`config.mk`:
```
export PLATFORM = sky130hd
export DESIGN_NAME = fetch_unit
export DESIGN_NICKNAME = d
export VERILOG_FILES = /design/src/rtl/fetch_unit.sv
export SDC_FILE = /design/constraint.sdc
export NUM_CORES = 1
export LEC_CHECK = 0
export ABC_AREA = 1
export ABC_CLOCK_PERIOD_IN_PS = 3850
export BUFFER_PORTS_ARGS = -buffer_cell sky130_fd_sc_hd__buf_2
export CAP_MARGIN = 10
export CORE_MARGIN = 1.5
export CORE_UTILIZATION = 50
export CTS_CLUSTER_DIAMETER = 50
export DETAILED_ROUTE_END_ITERATION = 8
export HOLD_SLACK_MARGIN = 0.1
export PLACE_DENSITY = 0.69
export SKIP_CTS_REPAIR_TIMING = 1
export SLEW_MARGIN = 25
export SYNTH_ARGS = -nofsm -noshare
export SYNTH_HDL_FRONTEND = slang
export SYNTH_SLANG_ARGS = --single-unit
```
`constraint.sdc`:
```
create_clock -name clk -period 3.85 [get_ports clk]
set_input_delay 0.1925 -clock clk [delete_from_list [all_inputs] [get_ports clk]]
set_output_delay 0.1925 -clock clk [all_outputs]
set_load 0.05 [all_outputs]
```
`src/rtl/fetch_unit.sv`:
```
// Instruction-fetch stage: owns the architectural PC and fetches one word at a time over req/gnt/rvalid.
// It presents one instruction to decode, applies taken-branch redirects and absorbs one stalled response in a skid slot.
module fetch_unit #(
    parameter int                    DATA_WIDTH = 32,
    parameter int                    ADDR_WIDTH = 32,
    parameter logic [ADDR_WIDTH-1:0] RESET_PC   = '0,
    parameter logic [DATA_WIDTH-1:0] NOP_INSTR  = 32'h0000_0013
) (
    input  logic                  clk,
    input  logic                  rst_n,
    input  logic                  stall,
    input  logic                  PCsrc,
    input  logic [ADDR_WIDTH-1:0] ImmOp,
    output logic                  imem_req,
    output logic [ADDR_WIDTH-1:0] imem_addr,
    input  logic                  imem_gnt,
    input  logic                  imem_rvalid,
    input  logic [DATA_WIDTH-1:0] imem_rdata,
    output logic [DATA_WIDTH-1:0] instr,
    output logic [ADDR_WIDTH-1:0] pc,
    output logic                  instr_valid
);

    typedef enum logic [1:0] {IDLE, REQ, WAIT} state_t;

    state_t                state;
    logic [ADDR_WIDTH-1:0] fetch_pc;
    logic [ADDR_WIDTH-1:0] acc_addr;
    logic [ADDR_WIDTH-1:0] skid_pc;
    logic [DATA_WIDTH-1:0] skid_instr;
    logic                  skid_valid;
    logic                  discard;

    logic                  consume;
    logic                  redirect;
    logic                  grant;
    logic                  resp_in;
    logic                  resp;
    logic                  out_load;
    logic                  skid_load;
    logic                  skid_drain;
    logic [ADDR_WIDTH-1:0] target;

    assign imem_req   = (state == REQ) && !skid_valid;
    assign imem_addr  = fetch_pc;
    assign grant      = imem_req && imem_gnt;

    assign consume    = instr_valid && !stall;
    assign redirect   = consume && PCsrc;
    assign target     = (pc + ImmOp) & ~ADDR_WIDTH'(3);

    assign resp_in    = (state == WAIT) && imem_rvalid;
    assign resp       = resp_in && !discard && !redirect;

    // A fresh response may only bypass to the output when nothing older sits in the skid.
    assign skid_drain = consume && skid_valid;
    assign out_load   = resp && (!instr_valid || (consume && !skid_valid));
    assign skid_load  = resp && !out_load;

    // NOTE: every register here uses non-blocking assignments so all decisions see pre-edge values.
    always_ff @(posedge clk or negedge rst_n) begin
        if (!rst_n) begin
            state       <= IDLE;
            fetch_pc    <= RESET_PC;
            acc_addr    <= RESET_PC;
            skid_valid  <= 1'b0;
            skid_instr  <= NOP_INSTR;
            skid_pc     <= RESET_PC;
            discard     <= 1'b0;
            instr       <= NOP_INSTR;
            pc          <= RESET_PC;
            instr_valid <= 1'b0;
        end else begin
            case (state)
                IDLE: state <= REQ;
                REQ: begin
                    if (grant) begin
                        state    <= WAIT;
                        acc_addr <= fetch_pc;
                    end
                end
                WAIT: begin
                    if (imem_rvalid) state <= REQ;
                end
                default: state <= IDLE;
            endcase

            if (resp_in && discard) discard <= 1'b0;

            if (redirect) begin
                fetch_pc    <= target;
                skid_valid  <= 1'b0;
                instr_valid <= 1'b0;
                instr       <= NOP_INSTR;
                // The in-flight wrong-path response must be dropped when it returns.
                if (grant || ((state == WAIT) && !imem_rvalid)) discard <= 1'b1;
            end else begin
                if (resp) fetch_pc <= acc_addr + ADDR_WIDTH'(4);

                if (out_load) begin
                    instr       <= imem_rdata;
                    pc          <= acc_addr;
                    instr_valid <= 1'b1;
                end else if (skid_drain) begin
                    instr <= skid_instr;
                    pc    <= skid_pc;
                end else if (consume) begin
                    instr_valid <= 1'b0;
                    instr       <= NOP_INSTR;
                end

                if (skid_load) begin
                    skid_valid <= 1'b1;
                    skid_instr <= imem_rdata;
                    skid_pc    <= acc_addr;
                end else if (skid_drain) begin
                    skid_valid <= 1'b0;
                end
            end
        end
    end

endmodule
```
[Word level (Yosys, flattened, before mapping)]
Cells that the tools add are included.
Cells by class
  multiplexer cells: 21
  add/subtract/negate cells: 2
  reductions and logical operators: 33
  equal/unequal tests: 5
  multiply operators: 0
  shifts and indexed selects: 0
  div/mod/pow operators: 0
  bitwise operators: 1
  order comparisons: 0
Operators by type and width (number)
  32-bit two-way mux: 8
  32-bit by 3-bit adder with 32-bit output (second input constant): 1
  32-bit adder: 1
  1-bit logical AND: 13
  1-bit two-way mux: 10
  2-bit AND reduction: 5
  1-bit zero test: 7
  2-bit case mux with 3 select lines: 1
  3-bit nonzero test: 2
  2-bit two-way mux: 2
  2-bit inequality test (second input constant): 2
  2-bit nonzero test: 2
  4-bit nonzero test: 1
  3-bit inequality test (second input constant): 1
  2-bit by 1-bit equality test with 1-bit output (second input constant): 1
  2-bit equality test (second input constant): 1
  2-bit zero test: 1
  1-bit logical OR: 2
  1-bit NOT: 1
Word-level totals
  input port bits: 70
  memories: 0
  register bits after elaboration: 197
  bits in latches: 0
  bits in read-only memories: 0
  memory bits (writable): 0

[Depth between registers and ports, before layout]
  word-level depth: 10
  mapped depth: 15

[Worst setup path after synthesis]
No wires, ideal clock.
  kind: register to register
  start point: register state[1]
  end point: register acc_addr[20]
  clock period less this slack: 2489 ps
  slack: 1361 ps
  stages on the path, launching flop included: 7
  setup time: 83 ps
  required time: 3767 ps
  arrival time: 2406 ps
  cell sequence: dfrtp_1 > nor3_1 > nand2_1 > clkinv_1 > buf_1 > nand2_1 > o21ai_0
On the way
  word-level cells in the longest chain between the ends: 4
RTL lines
  start, declared: RTL line 26  | state_t state;
  start signal, assigned: RTL line 63  | state <= IDLE;
  start signal, assigned: RTL line 75  | IDLE: state <= REQ;
  start signal, assigned: RTL line 78  | state <= WAIT;
  2-bit by 1-bit equality test with 1-bit output: RTL line 44  | assign imem_req = (state == REQ) && !skid_valid;
  1-bit logical AND: RTL line 44
  named net imem_req: RTL line 14  | output logic imem_req,
  1-bit logical AND: RTL line 46  | assign grant = imem_req && imem_gnt;
  2-bit AND reduction (no source line)
  end signal, assigned: RTL line 79  | acc_addr <= fetch_pc;
  end, declared: RTL line 28  | logic [ADDR_WIDTH-1:0] acc_addr;
The timed path passes the listed nets, and every way through them passes these cells.
A chain may end at the register's enable or synchronous reset.

[Final worst setup path]
  start point: input stall
  end point: register pc[27]
On the way
  word-level cells in the longest chain between the ends: 8
  elaborated cells on any way between the ends: 13
  classes of those cells: mux (1); bitwise (1); reduce/logical (11)
RTL lines
  start, declared: RTL line 11  | input logic stall,
  1-bit zero test (*): RTL line 48  | assign consume = instr_valid && !stall;
  1-bit logical AND (*): RTL line 48
  1-bit logical AND: RTL line 49  | assign redirect = consume && PCsrc;
  1-bit zero test: RTL line 53  | assign resp = resp_in && !discard && !redirect;
  1-bit logical AND: RTL line 53
  1-bit logical AND: RTL line 57  | assign out_load = resp && (!instr_valid || (consume && !skid_valid));
  2-bit nonzero test (no source line)
  2-bit AND reduction (no source line)
  end signal, assigned: RTL line 102  | pc <= acc_addr;
  end signal, assigned: RTL line 106  | pc <= skid_pc;
  end, declared: RTL line 20  | output logic [ADDR_WIDTH-1:0] pc,
Every way passes the cells marked *; elsewhere a longest branch is shown, timed or not.

==> flow_summary.toml <==
[clocking]
tritoncts = "done"
cts_max_level = 4
cts_sinks = 197
worstSkewPairLatency_ps = 440
numCtsBuffers = 17
cts-root-buf = "sky130_fd_sc_hd__clkbuf_16"
cts.path.max_buffers = 2
path_clk_slew_ps = 70

[yosys]
ys.flop_type = "sky130_fd_sc_hd__dfrtp_1"
yosys-mux-area-fraction = 0.0133
yosysWarnings = 0
synth_compound_area_frac = 0.136
post_synth_num_cell_types = 42
post_synth_fa_ha_maj_area_fraction = 0.0353
post-synth-top-area-fraction = 0.436
post_synth_and_or_nand_nor_area_fraction = 0.264
synthXorXnorAreaFrac = 0.00878
postSynthAreaPerCell_sq_um = 7.38
syn-instance-count = 1487
synth_top_family_by_area = "simple AND/OR/NAND/NOR gates"
post-synth-top-area-cell = "sky130_fd_sc_hd__dfrtp_1"
synth.ff_latch_count = 197
synth.yosys.seq_area_share = 0.450
ys_top_cells_by_area = "sky130_fd_sc_hd__dfrtp_1 (44%), sky130_fd_sc_hd__nand2_1 (15%), sky130_fd_sc_hd__inv_1 (7.1%)"
postSynth.asyncResetShare = 1.00
synth-edff-count = 0
postSynthNetCount = 1588
netlist_area_sq_mm = 0.0110

[setup_path]
timing_endpoint_of_the_critical_path = "pc[27]"
timing.critical_path.arrival_ps = 2970
setup.worst_path.start = "stall"
critPathTopFamily = "simple AND/OR/NAND/NOR gates"
worst-setup-path-type = "in2reg"
end_kind = "register"
start_kind = "input pin"
cp_num_cells = 12
reg2reg_depth = 9
cp_num_buf_inv = 5
required_ps = 4170
rr_startpoint = "instr_valid"
worstPathMaxFanout = 32
critical_path.slowest_cell = "sky130_fd_sc_hd__dlygate4sd3_1"
cpPeakStageDelay_ps = 560
worst-r2r-setup-slack_ps = 1310
critical_path.cell_chain = "dlygate4sd3_1 > buf_2 > inv_1 > nand2_2 > nor2_4 > nor2_8 > inv_4 > nor2_8 > inv_4 > nand2_2 > nor2_1 > nor2_1"
r2r_end = "pc[27]"

[sta]
setup_repair_after_global_routing_missed_its_margin = "no"
fin_setup_tns_ps = 0
slew-limit-headroom = 0.391
finalHoldViolCount = 0
final_max_slew_viol_count = 0
setup_slack_ps = 1200
period_share = 0.687
worst_hold_margin_ps = 228
fin_crit_ps = 2650
clock.fmax_ghz = 0.378
tightestPinTransition_ps = 913
finalSetupViolCount = 0
clock-skew-final_ps = 10.6

[power_and_ir_drop]
p_leak_nw = 6.81
power_mw = 11.5
peakVddDrop_mv = 0.465
power.density_mw_per_mm2 = 886

[placement]
portBuffers = 167
place_congestion = 0.947
pre_cts_slack_ps = 1280
dp.final_hpwl_um = 24500

[cells_and_area]
finish.net_count = 1778
final_layout_size_suffix_gt1_frac = 0.146
antenna-diode-count = 0
final_cell_mix = "sky130_fd_sc_hd__nand2_1 (438), sky130_fd_sc_hd__inv_1 (207), sky130_fd_sc_hd__dfrtp_1 (191)"
layout_commonest_cell = "sky130_fd_sc_hd__nand2_1"
areaGrowthSynthToFinish_pct = 18.6

[global_routing]
groute.layer.met1.usage = 0.386
grt_max_degree = 115
number_of_antenna_violations_at_the_first_check_in_global_routing = 0
first_pass_grt_wire_length_um = 50400
grt-busiest-layer = "met2"
met2_grt_util = 0.468
grt_pass1_vias = 9592
grt_usage = 0.292
globalRouteMet3Util = 0.0681
global_route.overflow_total = 0

[routing]
firstDrtPassIters = 5
ant_nets = 0
detailroute.via_count = 10300
vias_per_cell = 5.23
drt_wl_total_um = 32800
detailedRoute.firstIterationViolations = 529
drt-wirelength-per-cell_um = 16.7
remaining_drc_errors = 0

[floorplan]
floorplan.rows = 54
die-height_um = 151
floorplan.initialDensity = 0.506
core-area_sq_mm = 0.0217
die_w_um = 151
ios = 168
die_area_sq_mm = 0.0228

[min_path]
holdCritPathClass = "in2reg"

[status]
status = "finished, final reports clean"

[flow_run]
max-cap-violations = 0
-- kinds of logic (layout without fill, tap and decap cells) --
kind of cell	Yosys count	count (layout)
compound gates	265	265
fa+ha+maj	31	31
buf+inv	259	462
xor+xnor	11	11
simple gates	711	711
flops	197	197
mux	13	13
-- metrics by stage --
| stage | util | std cells | cell area (sq um) |
|---|---|---|---|
| floorplan | - | 1487 | 11000 |
| finish | 0.600 | 1970 | 13000 |
| global route | 0.600 | 1970 | 13000 |
| detailed placement | 0.557 | 1903 | 12100 |
| CTS | 0.584 | 1935 | 12700 |
| global placement | 0.557 | 1903 | 12100 |
-- cells in the mapped netlist, drive strengths merged (2+ instances only) --
cell and n:
nand4 12, a31oi 3, nor3b 2, clkinv 2
nor3 16, dfstp 6, o21ai 131, nor2 163
o221ai 2, a21oi 48, nand3 72, a22oi 12
mux2 13, buf 21, nand2 442, clkbuf 24
a21o 2, dfrtp 191, inv 212, o21bai 4
o211ai 21, xor2 10, ha 31, o22ai 40
-- power by group --
part | switching, mW | internal, mW | leakage (nW)
clock network | 0.787 | 0.967 | 0.276
logic | 4.35 | 1.63 | 4.04
registers | 0.831 | 2.96 | 2.49
total | 5.97 | 5.55 | 6.81
-- cell type report --
class | instances | area [sq um]
Clock buffer | 23 | 488
Clock inverter | 9 | 92.6
Fill cell | 2018 | 8670
Inverter | 214 | 808
Multi-Input combinational cell | 1031 | 5020
Sequential cell | 197 | 4940
Tap cell | 280 | 350
Timing Repair Buffer | 216 | 1310
-- sequential cells by signal (all words and copies together) (netlist names) --
signal / cells
acc_addr: 32
pc: 32
instr_valid: 1
state: 2
imem_addr: 32
skid_valid: 1
discard: 1
skid_pc: 32
skid_instr: 32
instr: 32
-- per-layer routing --
| metal | up-vias | part of all wire |
|---|---|---|
| li1 | 5160 | - |
| met1 | 4778 | 0.44 |
| met2 | 323 | 0.46 |
| met3 | 49 | 0.071 |
| met4 | 0 | 0.025 |
| met5 | - | 0 |
-- tightest hold or removal path: stages --
cell and delay, ps:
sky130_fd_sc_hd__buf_2 70, sky130_fd_sc_hd__nand2_1 50, sky130_fd_sc_hd__buf_4 200, sky130_fd_sc_hd__o31ai_1 110
-- worst min path at each step --
stage | from | depth (start not counted) | end
2_1_floorplan | rst_n | 0 | acc_addr[0]
3_3_place_gp | rst_n | 1 | skid_instr[2]
3_5_place_dp | rst_n | 1 | skid_instr[3]
4_1_cts | rst_n | 1 | skid_instr[2]
5_1_grt | imem_gnt | 4 | state[1]
6_report | imem_gnt | 4 | state[1]
(Power assumes the default switching activity.)
